$ cat src/rtl/apuracao_tx.sv
// Tally report transmitter: snapshots the three vote counters on a rising edge of finish and
// sends HEADER, C1, C2, Null (plus a checksum byte when APURACAO_CHECKSUM_EN is defined) as 8N1 UART.
`timescale 1ns/1ps
module apuracao_tx #(
  parameter int unsigned CLKS_PER_BIT = 4,
  parameter logic [7:0]  HEADER       = 8'hA5
) (
  input  logic       clk,
  input  logic       rst_n,
  input  logic       finish,
  input  logic [7:0] contadorC1,
  input  logic [7:0] contadorC2,
  input  logic [7:0] contadorNull,
  output logic       tx,
  output logic       busy,
  output logic       done
);

  localparam int CW = (CLKS_PER_BIT > 1) ? $clog2(CLKS_PER_BIT) : 1;
  localparam logic [CW-1:0] CNT_MAX = CW'(CLKS_PER_BIT - 1);
`ifdef APURACAO_CHECKSUM_EN
  localparam logic [2:0] LAST_BYTE = 3'd4;
`else
  localparam logic [2:0] LAST_BYTE = 3'd3;
`endif

  typedef enum logic [1:0] {S_IDLE, S_START, S_DATA, S_STOP} state_t;

  state_t        state_q, state_d;
  logic          finish_q;
  logic [CW-1:0] clk_cnt_q, clk_cnt_d;
  logic [2:0]    bit_idx_q, bit_idx_d;
  logic [2:0]    byte_idx_q, byte_idx_d;
  logic [7:0]    shreg_q, shreg_d;
  logic [7:0]    c1_q, c1_d, c2_q, c2_d, cn_q, cn_d;
  logic          done_q, done_d;
  logic          trigger, bit_end;
  logic [2:0]    next_idx;
  logic [7:0]    next_byte;

  assign trigger  = finish & ~finish_q;
  assign bit_end  = (clk_cnt_q == CNT_MAX);
  assign next_idx = byte_idx_q + 3'd1;

  always_comb begin
    next_byte = HEADER;
    case (next_idx)
      3'd1: next_byte = c1_q;
      3'd2: next_byte = c2_q;
      3'd3: next_byte = cn_q;
`ifdef APURACAO_CHECKSUM_EN
      // 8-bit addition is exactly the low byte of the full 10-bit sum
      3'd4: next_byte = c1_q + c2_q + cn_q;
`endif
      default: next_byte = HEADER;
    endcase
  end

  always_comb begin
    state_d    = state_q;
    clk_cnt_d  = clk_cnt_q;
    bit_idx_d  = bit_idx_q;
    byte_idx_d = byte_idx_q;
    shreg_d    = shreg_q;
    c1_d       = c1_q;
    c2_d       = c2_q;
    cn_d       = cn_q;
    done_d     = 1'b0;
    case (state_q)
      S_IDLE: begin
        clk_cnt_d = '0;
        if (trigger) begin
          c1_d       = contadorC1;
          c2_d       = contadorC2;
          cn_d       = contadorNull;
          shreg_d    = HEADER;
          byte_idx_d = 3'd0;
          bit_idx_d  = 3'd0;
          state_d    = S_START;
        end
      end
      S_START: begin
        if (bit_end) begin
          clk_cnt_d = '0;
          bit_idx_d = 3'd0;
          state_d   = S_DATA;
        end else begin
          clk_cnt_d = clk_cnt_q + CW'(1);
        end
      end
      S_DATA: begin
        if (bit_end) begin
          clk_cnt_d = '0;
          shreg_d   = shreg_q >> 1;
          if (bit_idx_q == 3'd7) begin
            state_d = S_STOP;
          end else begin
            bit_idx_d = bit_idx_q + 3'd1;
          end
        end else begin
          clk_cnt_d = clk_cnt_q + CW'(1);
        end
      end
      S_STOP: begin
        if (bit_end) begin
          clk_cnt_d = '0;
          if (byte_idx_q == LAST_BYTE) begin
            state_d = S_IDLE;
            done_d  = 1'b1;
          end else begin
            // back-to-back frames: next start bit follows the stop bit directly
            byte_idx_d = next_idx;
            shreg_d    = next_byte;
            state_d    = S_START;
          end
        end else begin
          clk_cnt_d = clk_cnt_q + CW'(1);
        end
      end
      default: state_d = S_IDLE;
    endcase
  end

  always_ff @(posedge clk or negedge rst_n) begin
    if (!rst_n) begin
      state_q    <= S_IDLE;
      finish_q   <= 1'b0;
      clk_cnt_q  <= '0;
      bit_idx_q  <= '0;
      byte_idx_q <= '0;
      shreg_q    <= '0;
      c1_q       <= '0;
      c2_q       <= '0;
      cn_q       <= '0;
      done_q     <= 1'b0;
    end else begin
      state_q    <= state_d;
      finish_q   <= finish;
      clk_cnt_q  <= clk_cnt_d;
      bit_idx_q  <= bit_idx_d;
      byte_idx_q <= byte_idx_d;
      shreg_q    <= shreg_d;
      c1_q       <= c1_d;
      c2_q       <= c2_d;
      cn_q       <= cn_d;
      done_q     <= done_d;
    end
  end

  // Decoded straight from state so reset forces the line high without waiting for a clock
  assign tx   = (state_q == S_START) ? 1'b0 :
                (state_q == S_DATA)  ? shreg_q[0] : 1'b1;
  assign busy = (state_q != S_IDLE);
  assign done = done_q;

endmodule

$ cat config.mk
export PLATFORM = sky130hd
export DESIGN_NAME = apuracao_tx
export DESIGN_NICKNAME = d
export VERILOG_FILES = /design/src/rtl/apuracao_tx.sv
export SDC_FILE = /design/constraint.sdc
export NUM_CORES = 1
export LEC_CHECK = 0
export CAP_MARGIN = 25
export CELL_PAD_IN_SITES_DETAIL_PLACEMENT = 1
export CELL_PAD_IN_SITES_GLOBAL_PLACEMENT = 2
export CORE_ASPECT_RATIO = 1.4
export CORE_MARGIN = 2
export CORE_UTILIZATION = 40
export CTS_BUF_LIST = sky130_fd_sc_hd__clkbuf_4
export CTS_CLUSTER_DIAMETER = 100
export CTS_CLUSTER_SIZE = 14
export DETAILED_ROUTE_END_ITERATION = 8
export GPL_TIMING_DRIVEN = 0
export PLACE_DENSITY = 0.95
export SLEW_MARGIN = 20
export SYNTH_ARGS = -nofsm -noshare
export SYNTH_HDL_FRONTEND = slang
export SYNTH_SLANG_ARGS = --single-unit
$ cat constraint.sdc
create_clock -name clk -period 3.4 [get_ports clk]
set_clock_uncertainty 0.05 [all_clocks]
set_input_delay 0.34 -clock clk [delete_from_list [all_inputs] [get_ports clk]]
set_output_delay 0.34 -clock clk [all_outputs]
set_load 0.02 [all_outputs]
Word level (Yosys, flattened, before mapping)
Cells that the tools add are included.
{ "totals": {"in_bits": 27, "register_bits": 44, "output_inout_bits": 3, "word_cells": 70} }
{ "classes": {"reduce_logical": 11, "bitwise": 2, "addsub": 3, "eq_ne": 16, "muxes": 28} }
{ "ops": {"columns": ["op", "count"], "rows": [
  ["$pmux 8 s3", 2],
  ["$mux 8", 4],
  ["$mux 3", 6],
  ["$reduce_and 5->1", 3],
  ["$ne 2x2->1 const B", 7],
  ["$mux 2", 6],
  ["$eq 3x2->1 const B", 3],
  ["$pmux 3 s3", 1],
  ["$pmux 2 s4", 1],
  ["$add 3x1->3 const B", 2],
  ["$eq 2x2->1 const B", 3],
  ["$mux 1", 6],
  ["$pmux 3 s2", 1],
  ["$reduce_bool 3->1", 2],
  ["$pmux 2 s2", 1],
  ["$reduce_and 4->1", 1],
  ["$reduce_bool 2->1", 2],
  ["$eq 3x1->1 const B", 1],
  ["$eq 3x3->1 const B", 1],
  ["$reduce_or 3->1", 1],
  ["$add 2x1->2 const B", 1],
  ["$eq 2x1->1 const B", 1],
  ["$logic_not 2->1", 1],
  ["$reduce_and 2->1", 1],
  ["other kinds (2)", 2]
]} }

Logic depth before layout (Yosys ltp)
Gate-level depths: netlist of run 1.
{ "logic_depth": {"depth_word": 6, "depth_mapped": 8, "mapped_depth_nobuf": 6} }

Worst setup path after synthesis of run 1
No wires, ideal clock.
{ "synth_timing": {"path_type": "flip-flop to flip-flop", "from": "reg byte_idx_q[0]", "to": "reg shreg_q[1]", "t_required_ns": 3.277, "path_buffers": 2, "path_stages_with_launch": 9, "setup_slack_ns": 1.321, "t_arrival_ns": 1.956, "synth_period_minus_slack_ns": 2.079, "setup_time_ns": 0.073, "cell_sequence": "dfrtp_1 ha_1 ha_1 clkbuf_1 nand2b_1 a222oi_1 buf_6 nor2_1 a21oi_2"} }
{ "synth_via": {"elab_chain_cells": 6, "word_cells_on_any_way": 11, "classes_between": "1 x add/sub; 5 x eq/ne; 4 x mux; 1 x reduce/logical"} }
{ "synth_lines": {"columns": ["item", "line", "text"], "rows": [
  ["from (decl)", "33", "logic [2:0] byte_idx_q, byte_idx_d;"],
  ["from (signal assigned)", "141", "byte_idx_q <= byte_idx_d;"],
  ["$add 3x1->3", "43", "assign next_idx = byte_idx_q + 3'd1;"],
  ["$eq 3x2->1 / $eq 3x1->1 (equally long branches)", "47", "case (next_idx)"],
  ["$pmux 8 s3", "47", null],
  ["$mux 8", "107", "if (byte_idx_q == LAST_BYTE) begin"],
  ["$mux 8", "105", "if (bit_end) begin"],
  ["$pmux 8 s3", "69", "case (state_q)"],
  ["to (signal assigned)", "142", "shreg_q <= shreg_d;"],
  ["to (decl)", "34", "logic [7:0] shreg_q, shreg_d;"]
]} }
Several ways; a longest one is shown, not always the timed one. The select of a mux whose other input is x is not followed.
A chain may end at the register's enable or synchronous reset.

Worst setup path after layout of run 1
{ "layout_timing": {"from": "reg state_q[0]", "to": "out tx"} }
{ "layout_via": {"elab_chain_cells": 3, "word_cells_on_any_way": 4, "classes_between": "2 x eq/ne; 2 x mux"} }
{ "layout_lines": {"columns": ["item", "line", "text"], "rows": [
  ["from (decl)", "29", "state_t state_q, state_d;"],
  ["from (signal assigned)", "137", "state_q <= state_d;"],
  ["$eq 2x2->1", "152", "(state_q == S_DATA) ? shreg_q[0] : 1'b1;"],
  ["$mux 1", "152", null],
  ["$mux 1 (*)", "151", "assign tx = (state_q == S_START) ? 1'b0 :"],
  ["to (decl)", "14", "output logic tx,"]
]} }
Mark *: on every way between the ends. The rest lies on a longest branch, timed or not.

==> results of run 1 <==
kinds of logic after synthesis:
group	Yosys count
buffers and inverters	23
muxes	26
and+or+nand+nor	66
AOI/OAI and AO/OA	42
adders and majority gates	12
DFF	44
power by group:
part | leakage [nW] | total [mW] | internal, mW | switching [mW]
Combinational | 0.601 | 1.15 | 0.540 | 0.614
Clock | 0.0230 | 0.225 | 0.0695 | 0.156
Sequential | 0.529 | 0.912 | 0.760 | 0.152
metal layers:
layer  global-route usage  up-vias
li1                     -      833
met3               0.0313        7
met5                    0        -
met1                0.226      863
met2                0.313       24
met4               0.0550        0
timing repair:
item,in CTS,in global routing
hold buffers,1,0
endpoints found under the hold margin,15,0
setup buffers,0,0
flip-flops by register name, summed over array words and instances, names as in the netlist:
name        flops
cn_q            8
byte_idx_q      3
shreg_q         8
clk_cnt_q       2
state_q         2
c2_q            8
done            1
bit_idx_q       3
c1_q            8
finish_q        1
final cells by class:
cell class | count | area [um^2] | share of cell area
buffer | 15 | 73.8 | 0.0272
clock buffer | 5 | 37.5 | 0.0138
inverter | 8 | 30.0 | 0.0111
multi-input combinational | 146 | 1070 | 0.395
sequential | 44 | 1100 | 0.405
tap | 68 | 85.1 | 0.0313
timing repair buffer | 31 | 315 | 0.116
final timing paths:
| check | from | end | slack [ns] | cells past startpoint |
|---|---|---|---|---|
| max reg2reg | byte_idx_q[0] | shreg_q[1] | 0.98 | 8 |
| min in group clk | clk_cnt_q[0] | clk_cnt_q[0] | 0.42 | 1 |
| min | rst_n | clk_cnt_q[1] | 0.37 | 2 |
| max | state_q[0] | tx | 0.67 | 6 |
| min reg2reg | clk_cnt_q[0] | clk_cnt_q[0] | 0.42 | 1 |
| max in group asynchronous | rst_n | c1_q[5] | 2.44 | 3 |
placed cells by master, fill, tap and decap left out, types with 2 or more instances in the layout:
master / n
buf_2: 3
nor2_1: 10
nand2b_1: 5
inv_1: 8
a21oi_1: 9
nand2_1: 12
nand3_1: 27
buf_6: 2
dfrtp_1: 44
o21ai_0: 5
o311ai_0: 2
nand4_1: 4
clkbuf_1: 10
a21oi_2: 3
a22o_1: 4
a31oi_1: 9
ha_1: 12
mux2_2: 26
clkbuf_4: 5
clkdlybuf4s50_1: 28
worst max-delay path, delay by kind of cell (launching register included):
family	cells	cell delay (ns)
AOI/OAI and AO/OA	1	0.19
adders and majority gates	1	0.20
buffers and inverters	4	1.13
DFF	1	0.47
through the flow:
| step | instances | total power, mW | setup WS [ns] | area, um^2 |
|---|---|---|---|---|
| after global placement | 310 | 2.05 | 0.692 | 2650 |
| after floorplan | 213 | 1.77 | 1.32 | 2280 |
| after global routing | 317 | 2.52 | 0.492 | 2720 |
| after CTS | 317 | 2.32 | 0.648 | 2720 |
| final | 317 | 2.29 | 0.668 | 2720 |
| after detailed placement | 311 | 2.09 | 0.976 | 2670 |
==> flow_metrics.env, run 1 <==
export IMPL_dieArea_um2=6320
export IMPL_drt_pass1_iter_count=6
export IMPL_cts_resized_gates=0
export IMPL_fill_cells=627
export IMPL_drive_gt1_frac=0.177
export IMPL_grt_first_pass_wirelength_mm=8.71
export IMPL_rows=32
export IMPL_startpoint_type="flop"
export IMPL_drv_cap=0
export IMPL_critPathCaptureType="output port"
export IMPL_ys_async_sr_fraction=1.00
export IMPL_die_w_um=67.8
export IMPL_max_slew_worst_pin_slew_ns=0.849
export IMPL_h_tree_depth=2
export IMPL_worst_path_max_delay_cell="clkdlybuf4s50_1"
export IMPL_synth_commonest_cells="dfrtp_1 (44), nand3_1 (27), mux2_2 (26), ha_1 (12), nand2_1 (12)"
export IMPL_numCtsBuffers=5
export IMPL_hpwl_mm=3.66
export IMPL_cp_max_fo=10
export IMPL_critical_path_class="reg2out"
export IMPL_leakagePower_nw=1.15
export IMPL_drc_errors=0
export IMPL_dr_wl_met3_um=132
export IMPL_port_buffer_count=29
export IMPL_synth_top_cell_by_area="dfrtp_1"
export IMPL_slew_viol_final=0
export IMPL_synth_ff_type="dfrtp_1"
export IMPL_grt_overflow_total=0
export IMPL_worstPathRequired_ns=3.01
export IMPL_route_met2_wl_mm=2.54
export IMPL_antenna_cells=0
export IMPL_crit_chain="inv_1, ha_1, buf_2, buf_1, a21oi_1, clkdlybuf4s50_1"
export IMPL_synthTopCellsByArea="dfrtp_1 (48%), mux2_2 (13%), ha_1 (6.6%)"
export IMPL_status="finished, final reports clean"
export IMPL_rsz0062_at_grt="no"
export IMPL_synth_xor_area_frac=0
export IMPL_fmax_ghz=0.366
export IMPL_max_stage_delay_ns=0.61
export IMPL_tns_ns=0
export IMPL_yosys_area_share_simple=0.150
export IMPL_cts_buffer_depth=2
export IMPL_synth_compound_area_frac=0.126
export IMPL_yosysSeqAreaShare=0.483
export IMPL_cts_root_buf="clkbuf_4"
export IMPL_cts_tree="done"
export IMPL_synth_most_common_cell="dfrtp_1"
export IMPL_drt_vias_per_instance=5.45
export IMPL_top_layer="met4"
export IMPL_start_util=0.412
export IMPL_period_share=0.804
export IMPL_drt_iter0_markers=56
export IMPL_area_delta_synth_final_pct=19.2
export IMPL_fin_nets=290
export IMPL_boundaryPins=30
export IMPL_fp_dieH_um=93.3
export IMPL_track_usage=0.181
export IMPL_yosysWarnings=0
export IMPL_clock_sinks=44
export IMPL_fin_hold_ws_ns=0.373
export IMPL_drtAntennaViolNets=0
export IMPL_synth_mux_area_frac=0.129
export IMPL_synth_top_area_share=0.483
export IMPL_grt_pass1_vias=1836
export IMPL_wl_mm=4.87
export IMPL_clk_latency_ns=0.35
export IMPL_fin_util=0.492
export IMPL_hold_viol=0
export IMPL_synth_top_family_by_area="simple AND/OR/NAND/NOR gates"
export IMPL_netlist_area_um2=2280
export IMPL_clkTransAtPathRegs_ns=0.12
export IMPL_synth_edf_count=0
export IMPL_period_minus_slack_ns=2.73
export IMPL_hold_class="in2async"
export IMPL_relSlewSlack=0.434
export IMPL_synth_cell_types=37
export IMPL_coreArea_um2=5530
export IMPL_avgSynthCellArea_um2=10.7
export IMPL_grt_max_degree=30
export IMPL_arrival_ns=2.34
export IMPL_syn_inst=213
export IMPL_wl_per_cell_um=15.4
export IMPL_syn_nets=252
export IMPL_synth_adder_area_share=0.0659
export IMPL_power_density_nw_per_um2=844
export IMPL_gp_congestion=0.722
export IMPL_routed_via_count=1727
export IMPL_synth_seq_cells=44
export IMPL_setup_viol=0
export IMPL_antenna_found_initial=0
export IMPL_ir_worst_vdd_mv=0.367
export IMPL_wl_met1_mm=2.13
(Power assumes the default switching activity.)
==> run 2: changes to the inputs <==
--- a/config.mk
+++ b/config.mk
@@ -10,13 +10,13 @@
 export CELL_PAD_IN_SITES_GLOBAL_PLACEMENT = 2
 export CORE_ASPECT_RATIO = 1.4
 export CORE_MARGIN = 2
-export CORE_UTILIZATION = 40
+export CORE_UTILIZATION = 33
 export CTS_BUF_LIST = sky130_fd_sc_hd__clkbuf_4
 export CTS_CLUSTER_DIAMETER = 100
 export CTS_CLUSTER_SIZE = 14
 export DETAILED_ROUTE_END_ITERATION = 8
 export GPL_TIMING_DRIVEN = 0
-export PLACE_DENSITY = 0.95
+export PLACE_DENSITY = 0.87
 export SLEW_MARGIN = 20
 export SYNTH_ARGS = -nofsm -noshare
 export SYNTH_HDL_FRONTEND = slang
==> constraint.sdc (replaced) <==
create_clock -name clk -period 2.4 [get_ports clk]
set_clock_uncertainty 0.05 [all_clocks]
set_input_delay 0.24 -clock clk [delete_from_list [all_inputs] [get_ports clk]]
set_output_delay 0.24 -clock clk [all_outputs]
set_load 0.02 [all_outputs]
==> run 2 against run 1 <==
Clock power rose by 59%. Cell count is 9.8% higher. Non-clock buffer count up 4. Worst setup slack got worse by 0.49 ns. Critical path type unchanged. Critical endpoint is now busy.
==> flow_metrics.env, run 2 (same netlist as run 1, synthesis figures left out) <==
export IMPL_dieArea_um2=7590
export IMPL_drive_gt1_frac=0.211
export IMPL_rr_worst_depth=8
export IMPL_wl_per_cell_um=14.5
export IMPL_setup_slack_ns=0.182
export IMPL_leakagePower_nw=1.19
export IMPL_max_stage_delay_ns=0.61
export IMPL_cp_max_fo=10
export IMPL_fin_nets=294
export IMPL_startpoint_type="flop"
export IMPL_area_delta_synth_final_pct=22.8
export IMPL_rr_endpoint="shreg_q[4]"
export IMPL_placed_cells=335
export IMPL_drv_cap=0
export IMPL_grt_max_degree=27
export IMPL_max_slew_worst_pin_slew_ns=0.754
export IMPL_fmax_ghz=0.451
export IMPL_routed_via_count=1711
export IMPL_crit_start="state_q[0]"
export IMPL_crit_chain="inv_1, ha_1, buf_6, inv_1, clkdlybuf4s50_1"
export IMPL_cts_buffer_depth=2
export IMPL_critPathCaptureType="output port"
export IMPL_dpl_instance_area_um2=2700
export IMPL_grt_first_pass_wirelength_mm=9.08
export IMPL_period_minus_slack_ns=2.22
export IMPL_gp_congestion=0.695
export IMPL_cts_tree="done"
export IMPL_slew_viol_final=0
export IMPL_power_density_nw_per_um2=1210
export IMPL_rrSetupSlack_ns=0.24
export IMPL_start_util=0.342
export IMPL_antenna_found_initial=0
export IMPL_h_tree_depth=2
export IMPL_cts_root_buf="clkbuf_4"
export IMPL_status="finished, final reports clean"
export IMPL_fp_dieH_um=102
export IMPL_wl_mm=5.06
export IMPL_cpLargestDelayFamily="buffers and inverters"
export IMPL_drtAntennaViolNets=0
export IMPL_grt_pass1_vias=1831
export IMPL_final_cell_mix="dfrtp_1 (43), nand3_1 (27), clkdlybuf4s50_1 (27)"
export IMPL_die_w_um=74.2
export IMPL_setup_viol=0
export IMPL_drt_pass1_iter_count=4
export IMPL_numCtsBuffers=5
export IMPL_clkTransAtPathRegs_ns=0.13
export IMPL_worst_path_max_delay_cell="clkdlybuf4s50_1"
export IMPL_track_usage=0.155
export IMPL_finalPower_mw=3.37
export IMPL_critical_path_class="reg2out"
export IMPL_port_buffer_count=29
export IMPL_hpwl_mm=3.89
export IMPL_cp_num_buf_inv=4
export IMPL_clock_sinks=44
export IMPL_final_cell_count_no_fill=348
export IMPL_cpMostUsedCell="inv_1"
export IMPL_hold_class="in2async"
export IMPL_reg2reg_from="byte_idx_q[0]"
export IMPL_drt_vias_per_instance=4.92
export IMPL_hold_viol=0
export IMPL_clk_latency_ns=0.35
export IMPL_drt_iter0_markers=77
export IMPL_arrival_ns=1.93
export IMPL_rows=35
export IMPL_post_place_ws_ns=-0.0621
export IMPL_boundaryPins=30
export IMPL_worstPathRequired_ns=2.11
export IMPL_drc_errors=0
export IMPL_ir_worst_vdd_mv=0.483
export IMPL_relSlewSlack=0.492
export IMPL_grt_overflow_total=0
export IMPL_coreArea_um2=6660
export IMPL_period_share=0.924
export IMPL_rsz0062_at_grt="no"
export IMPL_final_common_cell="dfrtp_1"
export IMPL_antenna_cells=0
export IMPL_fin_area_um2=2800
-- run 2: timing repair --
| action | 4_1_cts | 5_1_grt |
|---|---|---|
| cloned | 0 | 0 |
| setup buffers | 4 | 0 |
| endpoints found under the hold margin | 18 | 0 |
| hold buffers | 1 | 0 |
| setup endpoints to repair | 8 | 5 |
| pin swaps | 1 | 0 |
| gates resized for setup | 3 | 5 |
-- run 2: per-layer routing --
layer	global-route usage	vias up	part of all wire
met4	0.0412	0	0.012
met5	0	-	0
li1	-	850	-
met3	0.0266	7	0.025
met1	0.201	830	0.45
met2	0.266	24	0.51
-- run 2: layout make-up --
cell class	instances	area [um^2]
clock buffers	6	45.0
clock inverters	2	11.3
well taps	92	115
fillers	781	3860
flip-flops and latches	44	1100
multi-input cells	146	1070
repair buffers	35	344
plain buffers	15	77.6
inverters	8	30.0
-- run 2: how the worst max path moves through the flow --
| stage | end | slack [ns] | depth (start not counted) |
|---|---|---|---|
| 3_3_place_gp | cn_q[1] | -0.23 | 1 |
| 2_1_floorplan | shreg_q[1] | 0.32 | 8 |
| 6_report | busy | 0.18 | 5 |
| 5_1_grt | shreg_q[1] | 0.04 | 8 |
| 4_1_cts | shreg_q[1] | 0.07 | 7 |
| 3_5_place_dp | shreg_q[4] | -0.06 | 8 |
-- run 2: through the flow --
step | util | hold WS, ns | setup TNS, ns
finish | 0.420 | 0.316 | 0
global route | 0.420 | 0.329 | 0
CTS | 0.420 | 0.313 | 0
detailed placement | 0.405 | 0.179 | -0.372
global placement | 0.403 | 0.378 | -10.04
floorplan | - | -0.106 | 0
-- run 2: power breakdown --
group	internal [mW]	total [mW]	switching (mW)
clock network	0.123	0.358	0.235
registers	1.08	1.30	0.219
logic	0.828	1.72	0.892
-- run 2: worst reg2reg max path: cells and delay by family, from the launching register on --
family / cells / cell delay [ns]
buffers and inverters: 2 / 0.59
adder cells (fa/ha/maj): 2 / 0.51
flip-flops: 1 / 0.46
AO/OA/AOI/OAI: 3 / 0.41
AND/OR/NAND/NOR: 1 / 0.11
